--- config.mk ---
export PLATFORM = sky130hd
export DESIGN_NAME = sdfm_host_sequencer
export DESIGN_NICKNAME = d
export VERILOG_FILES = /design/src/rtl/sdfm_ctrl_pkg.sv /design/src/rtl/sdfm_bus_access.sv /design/src/rtl/sdfm_host_sequencer.sv
export SDC_FILE = /design/constraint.sdc
export NUM_CORES = 1
export LEC_CHECK = 0
export ABC_CLOCK_PERIOD_IN_PS = 3800
export CAP_MARGIN = 5
export CORE_UTILIZATION = 23
export DETAILED_ROUTE_END_ITERATION = 8
export MAX_ROUTING_LAYER = met4
export PLACE_DENSITY = 0.42
export SYNTH_ARGS = -nofsm -noshare
export SYNTH_HDL_FRONTEND = slang
export SYNTH_HIERARCHICAL = 1
export SYNTH_SLANG_ARGS = --single-unit
--- constraint.sdc ---
create_clock -name EXTCLK -period 3.8 [get_ports EXTCLK]
set_clock_uncertainty 0.2 [all_clocks]
set_input_delay 1.14 -clock EXTCLK [delete_from_list [all_inputs] [get_ports EXTCLK]]
set_output_delay 1.14 -clock EXTCLK [all_outputs]
set_load 0.02 [all_outputs]
--- src/rtl/sdfm_ctrl_pkg.sv ---
// Shared definitions for the SDFM host sequencer: register map, FSM encodings, config address table.
package sdfm_ctrl_pkg;

  localparam logic [15:0] A_CTL     = 16'h0700;
  localparam logic [15:0] A_FLGCLR  = 16'h0704;
  localparam logic [15:0] A_INPARM0 = 16'h0710;
  localparam logic [15:0] A_DFPARM0 = 16'h0714;
  localparam logic [15:0] A_FCTL0   = 16'h0718;
  localparam logic [15:0] A_DATA0   = 16'h073C;

  // Sequencing states of the host FSM
  typedef enum logic [2:0] {
    ST_IDLE,
    ST_CFG,
    ST_RUN_WAIT,
    ST_RD_DATA,
    ST_CLR_FLAG,
    ST_STOP_WR
  } seq_state_t;

  // Phases of one register-port access
  typedef enum logic [1:0] {
    PH_IDLE,
    PH_SETUP,
    PH_STROBE,
    PH_HOLD
  } bus_phase_t;

  // Address of configuration write number idx (issued in order 0..3)
  function automatic logic [15:0] cfg_addr(input logic [1:0] idx);
    case (idx)
      2'd0:    return A_CTL;
      2'd1:    return A_INPARM0;
      2'd2:    return A_DFPARM0;
      default: return A_FCTL0;
    endcase
  endfunction

endpackage

--- src/rtl/sdfm_bus_access.sv ---
// Single register-port access engine: SETUP, STROBE_CYC strobe cycles, HOLD.
// A new request is accepted while idle or in the HOLD cycle, so accesses can run back to back.
module sdfm_bus_access #(
  parameter int STROBE_CYC = 2
) (
  input  logic        EXTCLK,
  input  logic        EXTRSTn,
  input  logic        i_req,
  input  logic        i_rnw,
  input  logic [15:0] i_addr,
  input  logic [31:0] i_wdata,
  input  logic [31:0] i_rdata,
  output logic        o_done,
  output logic [31:0] o_rdata,
  output logic        o_rd,
  output logic        o_wr,
  output logic [15:0] o_addr,
  output logic [31:0] o_wdata
);
  import sdfm_ctrl_pkg::*;

  localparam int CW = (STROBE_CYC > 1) ? $clog2(STROBE_CYC) : 1;
  localparam logic [CW-1:0] LAST_CNT = CW'(STROBE_CYC - 1);

  bus_phase_t    r_phase;
  bus_phase_t    w_phase_nxt;
  logic [CW-1:0] r_cnt;
  logic [CW-1:0] w_cnt_nxt;
  logic          r_rnw;
  logic [15:0]   r_addr;
  logic [31:0]   r_wdata;
  logic [31:0]   r_rdata;
  logic          w_accept;
  logic          w_last;
  logic          w_strobe;

  assign w_accept = ((r_phase == PH_IDLE) || (r_phase == PH_HOLD)) && i_req;
  assign w_last   = (r_cnt == LAST_CNT);
  assign w_strobe = (r_phase == PH_STROBE);

  // Phase and strobe-counter state register
  always_ff @(posedge EXTCLK or negedge EXTRSTn) begin
    if (!EXTRSTn) begin
      r_phase <= PH_IDLE;
      r_cnt   <= '0;
    end else begin
      r_phase <= w_phase_nxt;
      r_cnt   <= w_cnt_nxt;
    end
  end

  // Next phase: strobe stays high for STROBE_CYC cycles, then one hold cycle
  always_comb begin
    w_phase_nxt = r_phase;
    w_cnt_nxt   = r_cnt;
    case (r_phase)
      PH_IDLE, PH_HOLD: w_phase_nxt = i_req ? PH_SETUP : PH_IDLE;
      PH_SETUP: begin
        w_phase_nxt = PH_STROBE;
        w_cnt_nxt   = '0;
      end
      PH_STROBE: begin
        if (w_last) w_phase_nxt = PH_HOLD;
        else        w_cnt_nxt   = r_cnt + CW'(1);
      end
      default: w_phase_nxt = PH_IDLE;
    endcase
  end

  // Latch the access on accept; capture read data on the last strobe cycle
  always_ff @(posedge EXTCLK or negedge EXTRSTn) begin
    if (!EXTRSTn) begin
      r_rnw   <= 1'b0;
      r_addr  <= '0;
      r_wdata <= '0;
      r_rdata <= '0;
    end else begin
      if (w_accept) begin
        r_rnw   <= i_rnw;
        r_addr  <= i_addr;
        r_wdata <= i_wdata;
      end
      if (w_strobe && w_last && r_rnw) r_rdata <= i_rdata;
    end
  end

  assign o_rd    = w_strobe && r_rnw;
  assign o_wr    = w_strobe && !r_rnw;
  assign o_addr  = r_addr;
  assign o_wdata = o_wr ? r_wdata : 32'h0;
  assign o_done  = (r_phase == PH_HOLD);
  assign o_rdata = r_rdata;

endmodule

--- src/rtl/sdfm_host_sequencer.sv ---
// SDFM register-port master: writes the config set on start, services IRQ by reading
// the filter data and clearing flags, streams samples out, disables the filter on stop.
module sdfm_host_sequencer #(
  parameter logic [31:0] CFG_CTL     = 32'h0,
  parameter logic [31:0] CFG_INPARM0 = 32'h0,
  parameter logic [31:0] CFG_DFPARM0 = 32'h0,
  parameter logic [31:0] CFG_FCTL0   = 32'h0,
  parameter logic [31:0] FCTL0_OFF   = 32'h0,
  parameter logic [31:0] FLGCLR_VAL  = 32'hFFFF_FFFF,
  parameter int          STROBE_CYC  = 2
) (
  input  logic        EXTCLK,
  input  logic        EXTRSTn,
  input  logic        start,
  input  logic        stop,
  input  logic        IRQ,
  output logic        RD,
  output logic        WR,
  output logic [15:0] ADDR,
  output logic [31:0] WDATA,
  input  logic [31:0] RDATA,
  output logic [31:0] smp_data,
  output logic        smp_valid,
  input  logic        smp_ready,
  output logic        busy,
  output logic        running,
  output logic [7:0]  overrun_cnt
);
  import sdfm_ctrl_pkg::*;

  seq_state_t  r_state;
  seq_state_t  w_state_nxt;
  logic [1:0]  r_idx;
  logic [1:0]  w_idx_nxt;
  logic        r_stop_pend;
  logic        w_stop_pend_nxt;
  logic        r_blank;
  logic        w_blank_nxt;
  logic        w_take_stop;
  logic        w_req;
  logic        w_rnw;
  logic [15:0] w_addr;
  logic [31:0] w_wdata;
  logic        w_done;
  logic [31:0] w_rdata;
  logic        w_deliver;
  logic        w_run_set;
  logic        w_run_clr;
  logic        r_running;
  logic        r_smp_valid;
  logic [31:0] r_smp_data;
  logic [7:0]  r_ovr;

  // Write value for configuration step idx
  function automatic logic [31:0] cfg_data(input logic [1:0] idx);
    case (idx)
      2'd0:    return CFG_CTL;
      2'd1:    return CFG_INPARM0;
      2'd2:    return CFG_DFPARM0;
      default: return CFG_FCTL0;
    endcase
  endfunction

  sdfm_bus_access #(.STROBE_CYC(STROBE_CYC)) u_bus (
    .EXTCLK  (EXTCLK),
    .EXTRSTn (EXTRSTn),
    .i_req   (w_req),
    .i_rnw   (w_rnw),
    .i_addr  (w_addr),
    .i_wdata (w_wdata),
    .i_rdata (RDATA),
    .o_done  (w_done),
    .o_rdata (w_rdata),
    .o_rd    (RD),
    .o_wr    (WR),
    .o_addr  (ADDR),
    .o_wdata (WDATA)
  );

  // Sequencer state, config index, pending stop and post-clear IRQ blanking
  always_ff @(posedge EXTCLK or negedge EXTRSTn) begin
    if (!EXTRSTn) begin
      r_state     <= ST_IDLE;
      r_idx       <= 2'd0;
      r_stop_pend <= 1'b0;
      r_blank     <= 1'b0;
    end else begin
      r_state     <= w_state_nxt;
      r_idx       <= w_idx_nxt;
      r_stop_pend <= w_stop_pend_nxt;
      r_blank     <= w_blank_nxt;
    end
  end

  assign w_take_stop = stop || r_stop_pend;

  // Next state and access launch; a request is issued on the cycle the next access must start
  always_comb begin
    w_state_nxt     = r_state;
    w_idx_nxt       = r_idx;
    w_blank_nxt     = 1'b0;
    w_stop_pend_nxt = r_stop_pend ||
                      (stop && ((r_state == ST_CFG) || (r_state == ST_RD_DATA) ||
                                (r_state == ST_CLR_FLAG)));
    w_req           = 1'b0;
    w_rnw           = 1'b0;
    w_addr          = A_CTL;
    w_wdata         = 32'h0;
    w_deliver       = 1'b0;
    w_run_set       = 1'b0;
    w_run_clr       = 1'b0;
    case (r_state)
      ST_IDLE: begin
        if (start) begin
          w_state_nxt = ST_CFG;
          w_idx_nxt   = 2'd0;
          w_req       = 1'b1;
          w_addr      = cfg_addr(2'd0);
          w_wdata     = cfg_data(2'd0);
        end
      end
      ST_CFG: begin
        if (w_done) begin
          if (r_idx == 2'd3) begin
            w_state_nxt = ST_RUN_WAIT;
            w_run_set   = 1'b1;
          end else begin
            w_idx_nxt = r_idx + 2'd1;
            w_req     = 1'b1;
            w_addr    = cfg_addr(r_idx + 2'd1);
            w_wdata   = cfg_data(r_idx + 2'd1);
          end
        end
      end
      ST_RUN_WAIT: begin
        // stop has priority over a simultaneous IRQ
        if (w_take_stop) begin
          w_state_nxt     = ST_STOP_WR;
          w_stop_pend_nxt = 1'b0;
          w_req           = 1'b1;
          w_addr          = A_FCTL0;
          w_wdata         = FCTL0_OFF;
        end else if (IRQ && !r_blank) begin
          w_state_nxt = ST_RD_DATA;
          w_req       = 1'b1;
          w_rnw       = 1'b1;
          w_addr      = A_DATA0;
        end
      end
      ST_RD_DATA: begin
        if (w_done) begin
          w_state_nxt = ST_CLR_FLAG;
          w_req       = 1'b1;
          w_addr      = A_FLGCLR;
          w_wdata     = FLGCLR_VAL;
        end
      end
      ST_CLR_FLAG: begin
        if (w_done) begin
          // IRQ is still high until the clear propagates: ignore it for one cycle
          w_state_nxt = ST_RUN_WAIT;
          w_blank_nxt = 1'b1;
          w_deliver   = 1'b1;
        end
      end
      ST_STOP_WR: begin
        if (w_done) begin
          w_state_nxt = ST_IDLE;
          w_run_clr   = 1'b1;
        end
      end
      default: w_state_nxt = ST_IDLE;
    endcase
  end

  // Running flag, sample output register and saturating overrun counter
  always_ff @(posedge EXTCLK or negedge EXTRSTn) begin
    if (!EXTRSTn) begin
      r_running   <= 1'b0;
      r_smp_valid <= 1'b0;
      r_smp_data  <= '0;
      r_ovr       <= '0;
    end else begin
      if (w_run_set)      r_running <= 1'b1;
      else if (w_run_clr) r_running <= 1'b0;
      if (w_deliver && !r_smp_valid) begin
        r_smp_data  <= w_rdata;
        r_smp_valid <= 1'b1;
      end else begin
        if (w_deliver && (r_ovr != 8'hFF)) r_ovr <= r_ovr + 8'd1;
        if (r_smp_valid && smp_ready)      r_smp_valid <= 1'b0;
      end
    end
  end

  assign busy        = (r_state != ST_IDLE);
  assign running     = r_running;
  assign smp_valid   = r_smp_valid;
  assign smp_data    = r_smp_data;
  assign overrun_cnt = r_ovr;

endmodule

---- Yosys cells after proc, flatten, opt, wreduce, memory -nomap -nowiden ----
Cells that the tools add are included.
operators by class
  bitwise gates (word level) .............. 1
  multiplexer cells ....................... 48
  reductions and logical operators ........ 30
  add/sub/neg operators ................... 3
  equality and inequality tests ........... 21
operators by type and width
  cell                                                                     count
  32-bit 2-to-1 mux                                                        3
  3-bit 2-to-1 mux                                                         9
  1-bit 2-to-1 mux                                                         21
  3-bit case mux with 6 select lines                                       1
  6-bit case mux with 3 select lines                                       1
  5-bit case mux with 3 select lines                                       1
  6-bit 2-to-1 mux                                                         2
  2-bit by 1-bit inequality test with 1-bit output, second input constant  6
  1-bit logical AND                                                        10
  5-bit 2-to-1 mux                                                         2
  8-bit by 1-bit adder with 8-bit output, second input constant            1
  2-bit == test, second input constant                                     4
  2-bit 2-to-1 mux                                                         4
  8-bit inequality test, second input constant                             1
  2-bit nonzero test                                                       4
  7-bit AND reduction                                                      1
  3-bit by 2-bit == test with 1-bit output, second input constant          2
  3-bit == test, second input constant                                     2
  2-bit case mux with 3 select lines                                       1
  1-bit logical OR                                                         5
  2-bit by 1-bit == test with 1-bit output, second input constant          2
  2-bit zero test                                                          2
  2-bit inequality test, second input constant                             2
  1-bit case mux with 4 select lines                                       1
  other kinds (13)                                                         15
storage, ports and cells
  bits in registers ....................... 133
  word-level logic and storage cells ...... 117

---- Depth between registers and ports, before layout ----
  word-level depth ........................ 7
  mapped depth ............................ 9

---- Cells and area by module ----
The synthesis kept the hierarchy.
by module, submodules not included
  module               cells each  sequential area each (µm²)  instances  area an instance (µm²)
  sdfm_bus_access      225         2102.0                      1          3524.6
  sdfm_host_sequencer  184         1226.2                      1          2252.2

---- Worst setup path after synthesis ----
OpenSTA, ideal clock, no wires.
  path type ............................... in2reg
  from .................................... input IRQ
  to ...................................... register u_bus.r_addr[10] (netlist: u_bus/o_addr[10])
  library setup time ...................... 0.125 ns
  cell stages on the path ................. 7
  data required time ...................... 3.475 ns
  arrival ................................. 2.462 ns
  setup slack ............................. 1.014 ns
  cells stage by stage .................... nor2b_1 > o31ai_1 > o21ai_1 > o2bb2ai_1 > nand2_1 > buf_2 > mux2_2
on the way
  cells in the longest elaborated chain, start to end .. 5
RTL lines
  item                                line                        text
  from (decl)                         sdfm_host_sequencer.sv:16   input logic IRQ,
  1-bit logical AND                   sdfm_host_sequencer.sv:143  end else if (IRQ && !r_blank) begin
  1-bit 2-to-1 mux                    sdfm_host_sequencer.sv:143
  1-bit 2-to-1 mux                    sdfm_host_sequencer.sv:137  if (w_take_stop) begin
  1-bit case mux with 4 select lines  sdfm_host_sequencer.sv:112  case (r_state)
  named net w_req                     sdfm_host_sequencer.sv:40   logic w_req;
  1-bit logical AND                   sdfm_bus_access.sv:37       assign w_accept = ((r_phase == PH_IDLE) || (r_phase == PH_HOLD)) && i_req;
  to (signal assigned)                sdfm_bus_access.sv:80       r_addr <= i_addr;
  to (decl)                           sdfm_bus_access.sv:30       logic [15:0] r_addr;
The timed path passes the listed nets, and every way through them passes these cells.
A chain may end at the register's enable or synchronous reset.

---- Final worst setup path ----
  from .................................... register u_bus.r_phase[0]
  to ...................................... output WDATA[9]
on the way
  cells in the longest elaborated chain, start to end .. 3
RTL lines
  item                    line                       text
  from (decl)             sdfm_bus_access.sv:25      bus_phase_t r_phase;
  from (signal assigned)  sdfm_bus_access.sv:47      r_phase <= w_phase_nxt;
  2-bit == test           sdfm_bus_access.sv:39      assign w_strobe = (r_phase == PH_STROBE);
  1-bit logical AND       sdfm_bus_access.sv:88      assign o_wr = w_strobe && !r_rnw;
  32-bit 2-to-1 mux       sdfm_bus_access.sv:90      assign o_wdata = o_wr ? r_wdata : 32'h0;
  to (decl)               sdfm_host_sequencer.sv:20  output logic [31:0] WDATA,
No other way between the ends.

==> reports/metrics.csv <==
stage,metric,value,unit
run_status,status,completed,
routing,vias per cell,4.09,
grt,global-route wire length before repair,21300,um
setup_path,worst reg2reg path depth,4,
timing,measured slew at the worst slew-check pin,1.12,ns
setup_path,WS Path Type,register to output pin,
timing,RSZ-0062 raised after global routing,no,
yosys,"Seq/Total Area, Yosys",57.6,%
clock_tree,TritonCTS clock tree,yes,
routing,routed wire length,12700,um
die,IO Pins,131,
worst_hold_path,hold_sp,smp_data[31]$_DFFE_PN0P_,
power,sw frac,32.1,%
die,die area,25800,sq um
yosys,yosys synthesis warning count,6,
setup_path,Crit path largest cell delay,0.61,ns
yosys,mean post-synth cell area,14.1,sq um
clock_tree,TritonCTS Sinks,133,
setup_path,WP data arrival,2.31,ns
timing,total negative setup slack,0,ns
timing,fin crit period,3.65,ns
yosys,Synth top area share,57.6,%
grt,total grt overflow,0,
finish,area occupied by multi-input gates,2320,sq um
setup_path,worst flop-to-flop path endpoint,u_bus/r_wdata[7]$_DFFE_PN0P_,
setup_path,Startpoint Class,register,
power,Flop pwr share,35.5,%
grt,largest net degree at the start of global routing,71,
power,Combinational Power Share,37.5,%
routing,Vias,3640,
clock_tree,# H-tree levels,4,
yosys,post-synthesis register bit count,133,
yosys,area of the mapped netlist,5780,sq um
grt,M3 GR Usage,3.77,%
finish,Layout Cells excl Fill,889,
grt,routing usage on met2,16.5,%
timing,Fmax,0.274,GHz
clock_tree,"CTS clk-pin slew, worst paths",0.06,ns
timing,endpoints failing setup,0,
die,Starting Density,23.6,%
power,Pleak,0.00364,uW
yosys,post-synthesis cell type count,44,
timing,final-report max-slew violation count,0,
die,Core ar.,24500,sq um
placed_design,number of port buffers,130,
grt,met1 Usage GRT,13.3,%
power,Power Dens Cells,785,nW/um^2
placed_design,gpl congestion,0.729,
timing,Hold Fails Final Rpt,0,
clock_tree,Skew-Pair Late Insertion Delay,0.41,ns
setup_path,Crit path required time,2.46,ns
worst_hold_path,worst hold path cell count,1,
setup_path,r2r startpoint,r_state[0]$_DFFE_PN0P_,
grt,initial antenna violation count,0,
yosys,"Primary FF master, synth",dfrtp_1,
clock_tree,CTS Buffer Depth,2,
grt,vias in the first global route,3964,
routing,Pre-antenna DRT Iters,4,
finish,n_diodes,0,
setup_path,Critical Path Fanout Max,16,
die,chip width,160,um
yosys,Post-Synthesis Cells,409,
setup_path,Critical Path Slowest Stage Cell,clkdlybuf4s50_1,
routing,initial DRC count,133,
setup_path,CP cell instances,inv_1 -> ha_1 -> nor2b_4 -> buf_4 -> and2_1 -> clkdlybuf4s50_1,
finish,nets,599,
grt,busiest grt layer,met2,
yosys,"area leader, netlist",dfrtp_1,
setup_path,kind of cell adding the most delay to the critical path,buffers and inverters,
finish,"Area growth, synth to finish",39.9,%
grt,Global Route Usage Sum,10.9,%
placed_design,placed cells,858,
finish,register area,3330,sq um
flow_run,Max Cap Violations,0,
power,P_sw,2040,uW
yosys,"Async S/R FF share, synth",100,%
routing,DRC,0,
power,Clock Power Share,27.0,%
routing,WL/cell,14.3,um
power,internal power,4310,uW
finish,final instance area,8080,sq um
setup_path,Reg2Reg Setup Slack,1.42,ns
finish,fillers,2429,
setup_path,CP Buf/Inv Count,3,
power,worst vdd ir,0.261,mV
timing,final worst path period share,96.1,%
die,FP Rows,57,
worst_hold_path,Hold WC Path Type,register to register,
die,Die Height,160,um
timing,relative slew slack,25.6,%
timing,Hold WS,0.287,ns
routing,Detail Route Antenna Nets,0,
placed_design,placed cell areas,7450,sq um
clock_tree,cts bufs inserted,17,
worst_hold_path,Hold Path End,smp_data[31]$_DFFE_PN0P_,
setup_path,CP Capture Type,output pin,
clock_tree,CTS Root Cell,clkbuf_16,
clock_tree,# hold bufs at CTS,0,
finish,layout cells sized above 1,21.8,%
yosys,number of enable flip-flop cells after synthesis,0,
placed_design,DP HPWL,8250,um
yosys,synth top area cells,"dfrtp_1 58%, mux2_2 9.9%, mux2_4 8.1%, mux2_1 7.0%, and2_1 3.7%",
-- layer usage --
layer  vias to the layer above  part of all wire (%)
met2                       103                    46
li1                       1704                     -
met4                         0                   1.5
met5                         -                     0
met1                      1820                    47
met3                        13                   5.6
-- how the worst max path moves through the flow --
stage,from,end,slack (ns),cells past startpoint
floorplan,IRQ,u_bus/o_addr[10]$_DFFE_PN0P_,1.01,7
CTS,u_bus/r_phase[0]$_DFFE_PN0P_,WDATA[6],0.04,6
finish,u_bus/r_phase[0]$_DFFE_PN0P_,WDATA[9],0.15,6
global placement,IRQ,u_bus/r_wdata[0]$_DFFE_PN0P_,0.39,8
detailed placement,IRQ,u_bus/o_addr[9]$_DFFE_PN0P_,0.35,8
global route,u_bus/r_phase[0]$_DFFE_PN0P_,WDATA[9],0.003,6
-- cell usage after synthesis (2+ instances only) --
library cell / number
buf_2: 5
nor2_1: 12
nor2b_1: 8
a31oi_1: 3
nand2b_1: 3
mux2_4: 31
o21ai_0: 2
nor3_1: 4
buf_4: 2
nand3_1: 4
and3_1: 2
nor3b_1: 2
mux2_2: 51
clkbuf_1: 6
conb_1: 2
dfrtp_1: 133
o21ai_1: 4
nand2_1: 10
mux2i_1: 2
a41oi_1: 2
buf_6: 7
xnor2_1: 2
and2_1: 34
a21oi_1: 5
or3_1: 4
mux2_1: 36
inv_2: 2
inv_1: 9
ha_1: 7
-- logic make-up (layout without fill, tap and decap cells) --
kind of cell | count (synthesis) | in the layout | share of synthesized area (%)
and+or+nand+nor | 86 | 86 | 8.64
xor gates and xnor gates | 2 | 2 | 0.303
AOI/OAI and AO/OA | 28 | 28 | 3.27
adders and majority gates | 7 | 7 | 1.52
buffers and inverters | 31 | 177 | 3.16
DFF | 133 | 133 | 57.6
other | 2 | 12 | 0.130
muxes | 120 | 120 | 25.4
-- flip-flops by register name (all words and copies together), names as in the netlist --
signal,flops
overrun_cnt,8
r_blank,1
r_idx,2
r_state,3
r_stop_pend,1
running,1
smp_data,32
smp_valid,1
u_bus/o_addr,16
u_bus/o_rdata,32
u_bus/r_cnt,1
u_bus/r_phase,2
u_bus/r_rnw,1
u_bus/r_wdata,32
-- cell usage in the layout (no fill, tap or decap), types with 6 or more instances in the layout --
cell	netlist	final
conb_1	2	12
clkbuf_16	0	17
and2_1	34	34
mux2_1	36	36
nand2_1	10	9
nor2b_1	8	6
dfrtp_1	133	133
ha_1	7	7
mux2_2	51	51
mux2_4	31	31
nor2_1	12	12
clkdlybuf4s50_1	0	127
inv_1	9	9
-- final cells by class --
type	instances	area share [%]
Clock inverter	9	1.90
Timing Repair Buffer	136	17.1
Sequential cell	133	41.2
Inverter	11	0.511
Multi-Input combinational cell	255	28.7
Tap cell	324	5.02
Clock buffer	21	5.57
-- power by group through the flow --
stage	logic (uW)	clock network, uW	registers, uW
final	2380	1710	2250
after floorplan	1160	0	2500
after detailed placement	2400	0	2280
after CTS	2400	1770	2260
after global routing	2570	1840	2340
after global placement	2370	0	2250
-- through the flow --
step                util [%]  setup slack [ns]  total power [uW]
floorplan                  -              1.01              3670
global placement        30.5             0.390              4620
detailed placement      30.5             0.348              4680
CTS                     32.9            0.0383              6440
global route            33.0           0.00309              6750
finish                  33.0             0.150              6340
-- what timing repair did --
action	CTS	global route
resized for setup	0	7
setup buffers	0	0
endpoints found under the setup margin	0	32
Power figures use the tool's default switching activity.
